--- src/rtl/usb_utmi_pkg.sv ---
// rtl/usb_utmi_pkg.sv - UTMI line-state types, line monitor states and default timing constants
package usb_utmi_pkg;

    // UTMI LineState encoding as delivered by the PHY.
    typedef enum logic [1:0] {
        LS_SE0 = 2'b00,
        LS_DJ  = 2'b01,
        LS_DK  = 2'b10,
        LS_SE1 = 2'b11
    } utmi_line_state_t;

    // Bus condition tracked by the line monitor.
    typedef enum logic [1:0] {
        LM_ACTIVE    = 2'b00,
        LM_BUS_RESET = 2'b01,
        LM_SUSPEND   = 2'b10,
        LM_RESUME    = 2'b11
    } utmi_linemon_state_t;

    // Default thresholds in 60 MHz UTMI clock cycles.
    localparam int DEF_RESET_CYCLES   = 150;     // 2.5 us of SE0
    localparam int DEF_SUSPEND_CYCLES = 180000;  // 3 ms of idle J
    localparam int DEF_RESUME_CYCLES  = 150;     // K run that ends suspend

    // Largest of three thresholds; sizes the shared run counter.
    function automatic int max3(input int a, input int b, input int c);
        int m;
        m = a;
        if (b > m) m = b;
        if (c > m) m = c;
        return m;
    endfunction

endpackage

--- src/rtl/usb_sync2.sv ---
// rtl/usb_sync2.sv - two-flop synchronizer with configurable width and reset value
module usb_sync2 #(
    parameter int               WIDTH     = 1,
    parameter logic [WIDTH-1:0] RESET_VAL = '0
) (
    input  logic             clk,
    input  logic             rst,
    input  logic [WIDTH-1:0] d_i,
    output logic [WIDTH-1:0] q_o
);

    logic [WIDTH-1:0] meta_q;
    logic [WIDTH-1:0] sync_q;

    // Two-stage capture of the asynchronous input into the clk domain.
    always_ff @(posedge clk) begin
        if (rst) begin
            meta_q <= RESET_VAL;
            sync_q <= RESET_VAL;
        end else begin
            meta_q <= d_i;
            sync_q <= meta_q;
        end
    end

    assign q_o = sync_q;

endmodule

--- src/rtl/usb_utmi_linemon.sv ---
// rtl/usb_utmi_linemon.sv - UTMI line-state monitor detecting bus reset, suspend and resume
module usb_utmi_linemon
    import usb_utmi_pkg::*;
#(
    parameter int RESET_CYCLES   = DEF_RESET_CYCLES,
    parameter int SUSPEND_CYCLES = DEF_SUSPEND_CYCLES,
    parameter int RESUME_CYCLES  = DEF_RESUME_CYCLES
) (
    input  logic       clk,
    input  logic       rst,
    input  logic [1:0] line_state,
    output logic       bus_reset,
    output logic       reset_active,
    output logic       suspend,
    output logic       resume
);

    localparam int RUN_W = $clog2(max3(RESET_CYCLES, SUSPEND_CYCLES, RESUME_CYCLES) + 1);

    localparam logic [RUN_W-1:0] RUN_SAT    = '1;
    localparam logic [RUN_W-1:0] RUN_ONE    = RUN_W'(1);
    localparam logic [RUN_W-1:0] RESET_TH   = RUN_W'(RESET_CYCLES);
    localparam logic [RUN_W-1:0] SUSPEND_TH = RUN_W'(SUSPEND_CYCLES);
    localparam logic [RUN_W-1:0] RESUME_TH  = RUN_W'(RESUME_CYCLES);

    logic [1:0]          ls_raw;
    utmi_line_state_t    ls_s;
    utmi_line_state_t    prev_q;
    logic [RUN_W-1:0]    run_q, run_d;
    utmi_linemon_state_t state_q, state_d;
    logic                bus_reset_q, reset_active_q, suspend_q, resume_q;
    logic                enter_reset, enter_resume;

    usb_sync2 #(
        .WIDTH     (2),
        .RESET_VAL (LS_DJ)
    ) u_sync (
        .clk (clk),
        .rst (rst),
        .d_i (line_state),
        .q_o (ls_raw)
    );

    assign ls_s = utmi_line_state_t'(ls_raw);

    // Run length of the current sample value, including this cycle; saturates at all-ones.
    always_comb begin
        run_d = RUN_ONE;
        if (ls_s == prev_q) begin
            run_d = (run_q == RUN_SAT) ? run_q : run_q + RUN_ONE;
        end
    end

    // Next bus condition; SE1 never qualifies any move, so it only restarts the run.
    always_comb begin
        state_d = state_q;
        case (state_q)
            LM_ACTIVE: begin
                if (ls_s == LS_SE0 && run_d >= RESET_TH)
                    state_d = LM_BUS_RESET;
                else if (ls_s == LS_DJ && run_d >= SUSPEND_TH)
                    state_d = LM_SUSPEND;
            end
            LM_BUS_RESET: begin
                if (ls_s == LS_DJ || ls_s == LS_DK)
                    state_d = LM_ACTIVE;
            end
            LM_SUSPEND: begin
                if (ls_s == LS_SE0 && run_d >= RESET_TH)
                    state_d = LM_BUS_RESET;
                else if (ls_s == LS_DK && run_d >= RESUME_TH)
                    state_d = LM_RESUME;
            end
            LM_RESUME: begin
                if (ls_s == LS_DJ || ls_s == LS_SE0)
                    state_d = LM_ACTIVE;
            end
            default: state_d = LM_ACTIVE;
        endcase
    end

    assign enter_reset  = (state_d == LM_BUS_RESET) && (state_q != LM_BUS_RESET);
    assign enter_resume = (state_d == LM_RESUME) && (state_q == LM_SUSPEND);

    // State, run counter and registered outputs; reset silences all outputs at once.
    always_ff @(posedge clk) begin
        if (rst) begin
            state_q        <= LM_ACTIVE;
            prev_q         <= LS_DJ;
            run_q          <= '0;
            bus_reset_q    <= 1'b0;
            reset_active_q <= 1'b0;
            suspend_q      <= 1'b0;
            resume_q       <= 1'b0;
        end else begin
            state_q        <= state_d;
            prev_q         <= ls_s;
            run_q          <= run_d;
            bus_reset_q    <= enter_reset;
            reset_active_q <= (state_d == LM_BUS_RESET);
            suspend_q      <= (state_d == LM_SUSPEND);
            resume_q       <= enter_resume;
        end
    end

    assign bus_reset    = bus_reset_q;
    assign reset_active = reset_active_q;
    assign suspend      = suspend_q;
    assign resume       = resume_q;

endmodule
--- config.mk ---
export PLATFORM = sky130hd
export DESIGN_NAME = usb_utmi_linemon
export DESIGN_NICKNAME = d
export VERILOG_FILES = /design/src/rtl/usb_utmi_pkg.sv /design/src/rtl/usb_sync2.sv /design/src/rtl/usb_utmi_linemon.sv
export SDC_FILE = /design/constraint.sdc
export NUM_CORES = 1
export LEC_CHECK = 0
export BUFFER_PORTS_ARGS = -buffer_cell sky130_fd_sc_hd__buf_2
export CAP_MARGIN = 40
export CORE_MARGIN = 5
export CORE_UTILIZATION = 25
export CTS_BUF_LIST = sky130_fd_sc_hd__clkbuf_2 sky130_fd_sc_hd__clkbuf_4 sky130_fd_sc_hd__clkbuf_8
export CTS_CLUSTER_DIAMETER = 40
export DETAILED_ROUTE_END_ITERATION = 10
export GPL_ROUTABILITY_DRIVEN = 1
export SKIP_LAST_GASP = 1
export SLEW_MARGIN = 10
export SYNTH_ARGS = -nofsm -noshare
export SYNTH_HDL_FRONTEND = slang
export SYNTH_SLANG_ARGS = --single-unit
--- constraint.sdc ---
create_clock -name clk -period 3.9 [get_ports clk]
set_input_delay 0.195 -clock clk [delete_from_list [all_inputs] [get_ports clk]]
set_output_delay 0.195 -clock clk [all_outputs]
set_load 0.01 [all_outputs]
-- Word level (Yosys, flattened, before mapping)
Index checks and enable logic that the tools add are counted.
- flip-flop bits (word level): 30
- latch bits: 0
- bits in writable memories: 0
- ROM bits: 0
- input bits: 4
- output and inout port bits: 4
- word-level logic and storage cells: 41
- memories kept: 0
- $add $sub $neg: 1
- multipliers: 0
- divide/modulo/power cells: 0
- magnitude comparators: 2
- equality and inequality tests: 11
- shifts and indexed selects: 0
- mux-type cells: 9
- bitwise gates (word level): 0
- reductions and logical operators: 9
- operator list (operator ; number):
    $mux W18 ; 2
    $add A18 B1 Y18 const B ; 1
    $eq A18 B18 Y1 const B ; 1
    $ge A18 B18 Y1 const B ; 1
    $ge A18 B8 Y1 const B ; 1
    $mux W2 ; 6
    $eq A2 B2 Y1 const B ; 5
    $pmux W2 S4 ; 1
    $eq A2 B1 Y1 const B ; 3
    $logic_and A1 B1 Y1 ; 5
    $logic_not A2 Y1 ; 2
    $eq A2 B2 Y1 ; 1
    $logic_or A1 B1 Y1 ; 2
    $ne A2 B1 Y1 const B ; 1

-- Depth between registers and ports, before layout
- depth in word-level cells: 10
- depth in mapped cells: 10
- gate-level depth less buffers: 9

-- Hierarchy
From an unflattened synthesis, not the netlist that was laid out.
- cell total of the unflattened synthesis: 207
- area total of the unflattened synthesis: 1785.5 µm²
- modules (own cells, without submodules) (module ; instances ; cells each ; area an instance (µm²)):
    usb_utmi_linemon ; 1 ; 199 ; 1680.4
    usb_sync2 ; 1 ; 8 ; 105.1

-- Worst setup path before layout
Ideal clock, no wire load.
- path type: register to register
- start: register run_q[0]
- end: register suspend_q, in the netlist suspend
- arrival time: 2.843 ns
- slack: 0.935 ns
- stages on the path, launching flop included: 11
- buffers on the path: 1
- path through: dfxtp_1 -> ha_1 -> nand2_4 -> or4_4 -> or3_1 -> buf_2 -> a221o_1 -> a211o_1 -> nand4_4 -> inv_2 -> o311a_1
- cells in the longest elaborated chain, start to end: 9
- elaborated cells between the ends (all ways): 15
- those cells by class: add/sub: 1; order compare: 2; eq/ne: 2; mux: 7; reduce/logical: 3
- RTL lines (element ; RTL line ; source):
    from (decl) ; usb_utmi_linemon.sv:29 ; logic [RUN_W-1:0] run_q, run_d;
    from (signal assigned) ; usb_utmi_linemon.sv:98 ; run_q <= run_d;
    $add A18 B1 Y18 / $eq A18 B18 Y1 (equally long branches) ; usb_utmi_linemon.sv:50 ; run_d = (run_q == RUN_SAT) ? run_q : run_q + RUN_ONE;
    $mux W18 (*) ; usb_utmi_linemon.sv:50 ;
    $mux W18 (*) ; usb_utmi_linemon.sv:49 ; if (ls_s == prev_q) begin
    $ge A18 B8 Y1 / $ge A18 B18 Y1 (equally long branches) ; -- ;
    $logic_and A1 B1 Y1 (on tied branches) ; usb_utmi_linemon.sv:71, usb_utmi_linemon.sv:61 ;
    $mux W2 (on tied branches) ; usb_utmi_linemon.sv:71, usb_utmi_linemon.sv:61 ;
    $mux W2 (on tied branches) ; usb_utmi_linemon.sv:69, usb_utmi_linemon.sv:59 ;
    $pmux W2 S4 (*) ; usb_utmi_linemon.sv:57 ; case (state_q)
    $eq A2 B2 Y1 (*) ; usb_utmi_linemon.sv:101 ; suspend_q <= (state_d == LM_SUSPEND);
    to (signal assigned) ; usb_utmi_linemon.sv:101 ;
    to (decl) ; usb_utmi_linemon.sv:31 ; logic bus_reset_q, reset_active_q, suspend_q, resume_q;
Every way passes the cells marked *; elsewhere a longest branch is shown, timed or not.
A chain may end at the register's enable or synchronous reset.

-- Worst setup path after layout
Ends and elaborated chain as after synthesis.

==> impl_metrics.yaml <==
outcome:
  status: "completed"
logic_synthesis:
  yosysSeqAreaShare_pct: 35.2
  syn-num-nets: 205
  syn_area_um2: 1710
  ys_seq_elements: 30
  ys_types: 51
  syn_area_per_cell_um2: 8.66
  syn_inst: 197
  ys_warn_count: 0
sta:
  worst_slew_pin_slew_ns: 0.621
  slew_headroom_pct: 58.2
  fmax_mhz: 316
  fin_tns_setup_ns: 0
  rsz0062_at_grt: "false"
  finalSetupViolCount: 0
  holdWs_ns: 0.0935
  period_share_pct: 81.2
  drv_slew: 0
  finalClockSkew_ns: 0.00440
  finalHoldViolations: 0
  period_needed_ns: 3.17
  layout_setup_ws_ns: 0.732
clocking:
  cts_resized: 0
  h-tree-depth: 2
  cts_setup_buffers: 0
  numCtsBuffers: 5
  holdBufCountCts: 0
  cts_tree: "built"
  cts_max_path_buffers: 2
  insertion_delay_ns: 0.28
  clkTransAtPathRegs_ns: 0.06
  root_buffer: "clkbuf_8"
  cts_num_sinks: 30
worst_setup_path:
  crit_chain: "ha_1 -> nand2_4 -> or4_4 -> or3_1 -> a221o_1 -> a211o_1 -> nand4_4 -> inv_2 -> o311a_1"
  max_stage_delay_ns: 0.52
  crit_buf_inv: 1
  arrival_ns: 3.34
  cp.required_ns: 4.08
  crit_path_start_kind: "flip-flop"
  critPathMaxFanout: 7
  critPathKind: "reg -> reg"
  cpLargestDelayFamily: "simple AND/OR/NAND/NOR gates"
  critPathSlowestCell: "or4_4"
  endpoint_kind: "flip-flop"
pwr:
  power.density_nw_per_um2: 345
  vdd_ir_drop_max_v: 0.000204
  power_mw: 0.657
  power_leakage_nw: 0.725
floorplan:
  ios: 8
  fp-row-count: 30
  core_area_um2: 6720
  start_util_pct: 25.4
  dieArea_um2: 8570
  die_height_um: 92.6
  die_x_um: 92.6
routing:
  drt_drc_violations_left: 0
  wl_mm: 3.73
  first_pass_iters: 4
  via_count: 1466
  vias_per_cell: 5.16
  postRouteAntennaNets: 0
  dr.first_iter.drc_count: 79
  wl_per_cell_um: 13.1
place:
  portBuffers: 7
  dp.cells: 276
  dpl.hpwl_mm: 2.72
  place_ws_ns: 0.749
  gp_congestion: 0.879
  place_area_um2: 1800
layout:
  drive_gt1_share_pct: 16.7
  diodes: 0
  final_common_cell: "dfxtp_1"
  syn_to_final_growth_pct: 11.7
  nets: 211
  final_cell_mix: "30 x dfxtp_1, 22 x nor2_1, 12 x a21oi_1"
  finalInstanceArea_um2: 1910
  layout.cells.non_filler: 284
  fin_util_pct: 28.4
job:
  cap_violations: 0
grt:
  grt_overflow: 0
  grt_start_max_net_pins: 16
  grt_util_all_layers_pct: 9.35
  grt_pass1_wl_mm: 6.53
  antenna_found_initial: 0
  grt_pass1_vias: 1417
min_path:
  worstHoldPathType: "in -> reg"
report_power, final:
group	internal (mW)	total, mW	switching (mW)
clock network	0.188	0.306	0.118
logic	0.0128	0.0352	0.0223
registers	0.311	0.316	0.00517
worst paths after layout:
| kind | startpoint | to | slack, ns | cells after the start |
|---|---|---|---|---|
| worst max-delay path | run_q[0]$_SDFF_PP0_ | suspend$_SDFF_PP0_ | 0.73 | 9 |
| worst min-delay path | line_state[0] | u_sync.meta_q[0]$_SDFF_PP1_ | 0.09 | 2 |
| worst max register to register | run_q[0]$_SDFF_PP0_ | suspend$_SDFF_PP0_ | 0.73 | 9 |
| worst min register to register | u_sync.meta_q[0]$_SDFF_PP1_ | u_sync.q_o[0]$_SDFF_PP1_ | 0.42 | 1 |
flip-flops by register name, indices dropped and copies added, names as in the netlist:
register and flops:
resume 1, u_sync.q_o 2, state_q 2, prev_q 2, suspend 1, run_q 18, bus_reset 1, u_sync.meta_q 2
reset_active 1
layer usage:
metal | up-vias | share of wire [%] | global-route usage [%]
met3 | 8 | 5.5 | 2.44
met2 | 40 | 45 | 15.2
met5 | - | 0 | 0
met4 | 0 | 2.0 | 3.84
li1 | 738 | - | -
met1 | 680 | 48 | 11.7
logic make-up after synthesis:
family,Yosys count,synth area share [%]
and+or+nand+nor,88,31.7
AOI/OAI and AO/OA,44,18.5
DFF,30,35.2
buffers and inverters,18,4.77
xor gates and xnor gates,10,5.14
adders and majority gates,4,2.93
muxes,3,1.76
area by class of cell:
type	count	area (um2)
multi-input cells	149	1020
fillers	712	4810
inverters	10	37.5
flip-flops and latches	30	601
clock inverters	3	40.0
well taps	80	100
repair buffers	7	35.0
clock buffers	5	68.8
synthesized netlist by cell type (all sizes together):
library cell / n / area (um2)
nor4: 4 / 25.0
and2: 2 / 12.5
nand2b: 1 / 6.26
or2: 6 / 37.5
nand4b: 1 / 8.76
ha: 4 / 50.1
or2b: 1 / 7.51
a311o: 2 / 20.0
inv: 10 / 37.5
and3b: 2 / 17.5
o311a: 1 / 10.0
or3: 2 / 12.5
o221ai: 1 / 15.0
nor4b: 2 / 23.8
clkbuf: 4 / 16.3
nor3: 6 / 30.0
o2111a: 1 / 11.3
a21oi: 12 / 60.1
and3: 1 / 6.26
xnor2: 5 / 43.8
nor3b: 1 / 7.51
a221oi: 1 / 15.0
nand2: 9 / 43.8
nor2b: 4 / 25.0
o21ai: 8 / 40.0
a211oi: 5 / 37.5
a211o: 1 / 8.76
a21o: 4 / 30.0
nand4: 10 / 98.8
mux2i: 3 / 30.0
xor2: 5 / 43.8
nand3: 7 / 35.0
o211ai: 5 / 37.5
nor2: 22 / 82.6
a2bb2oi: 1 / 8.76
and4: 1 / 8.76
buf: 4 / 27.5
dfxtp: 30 / 601
a221o: 2 / 21.3
or4: 6 / 51.3
(Power assumes the default switching activity.)
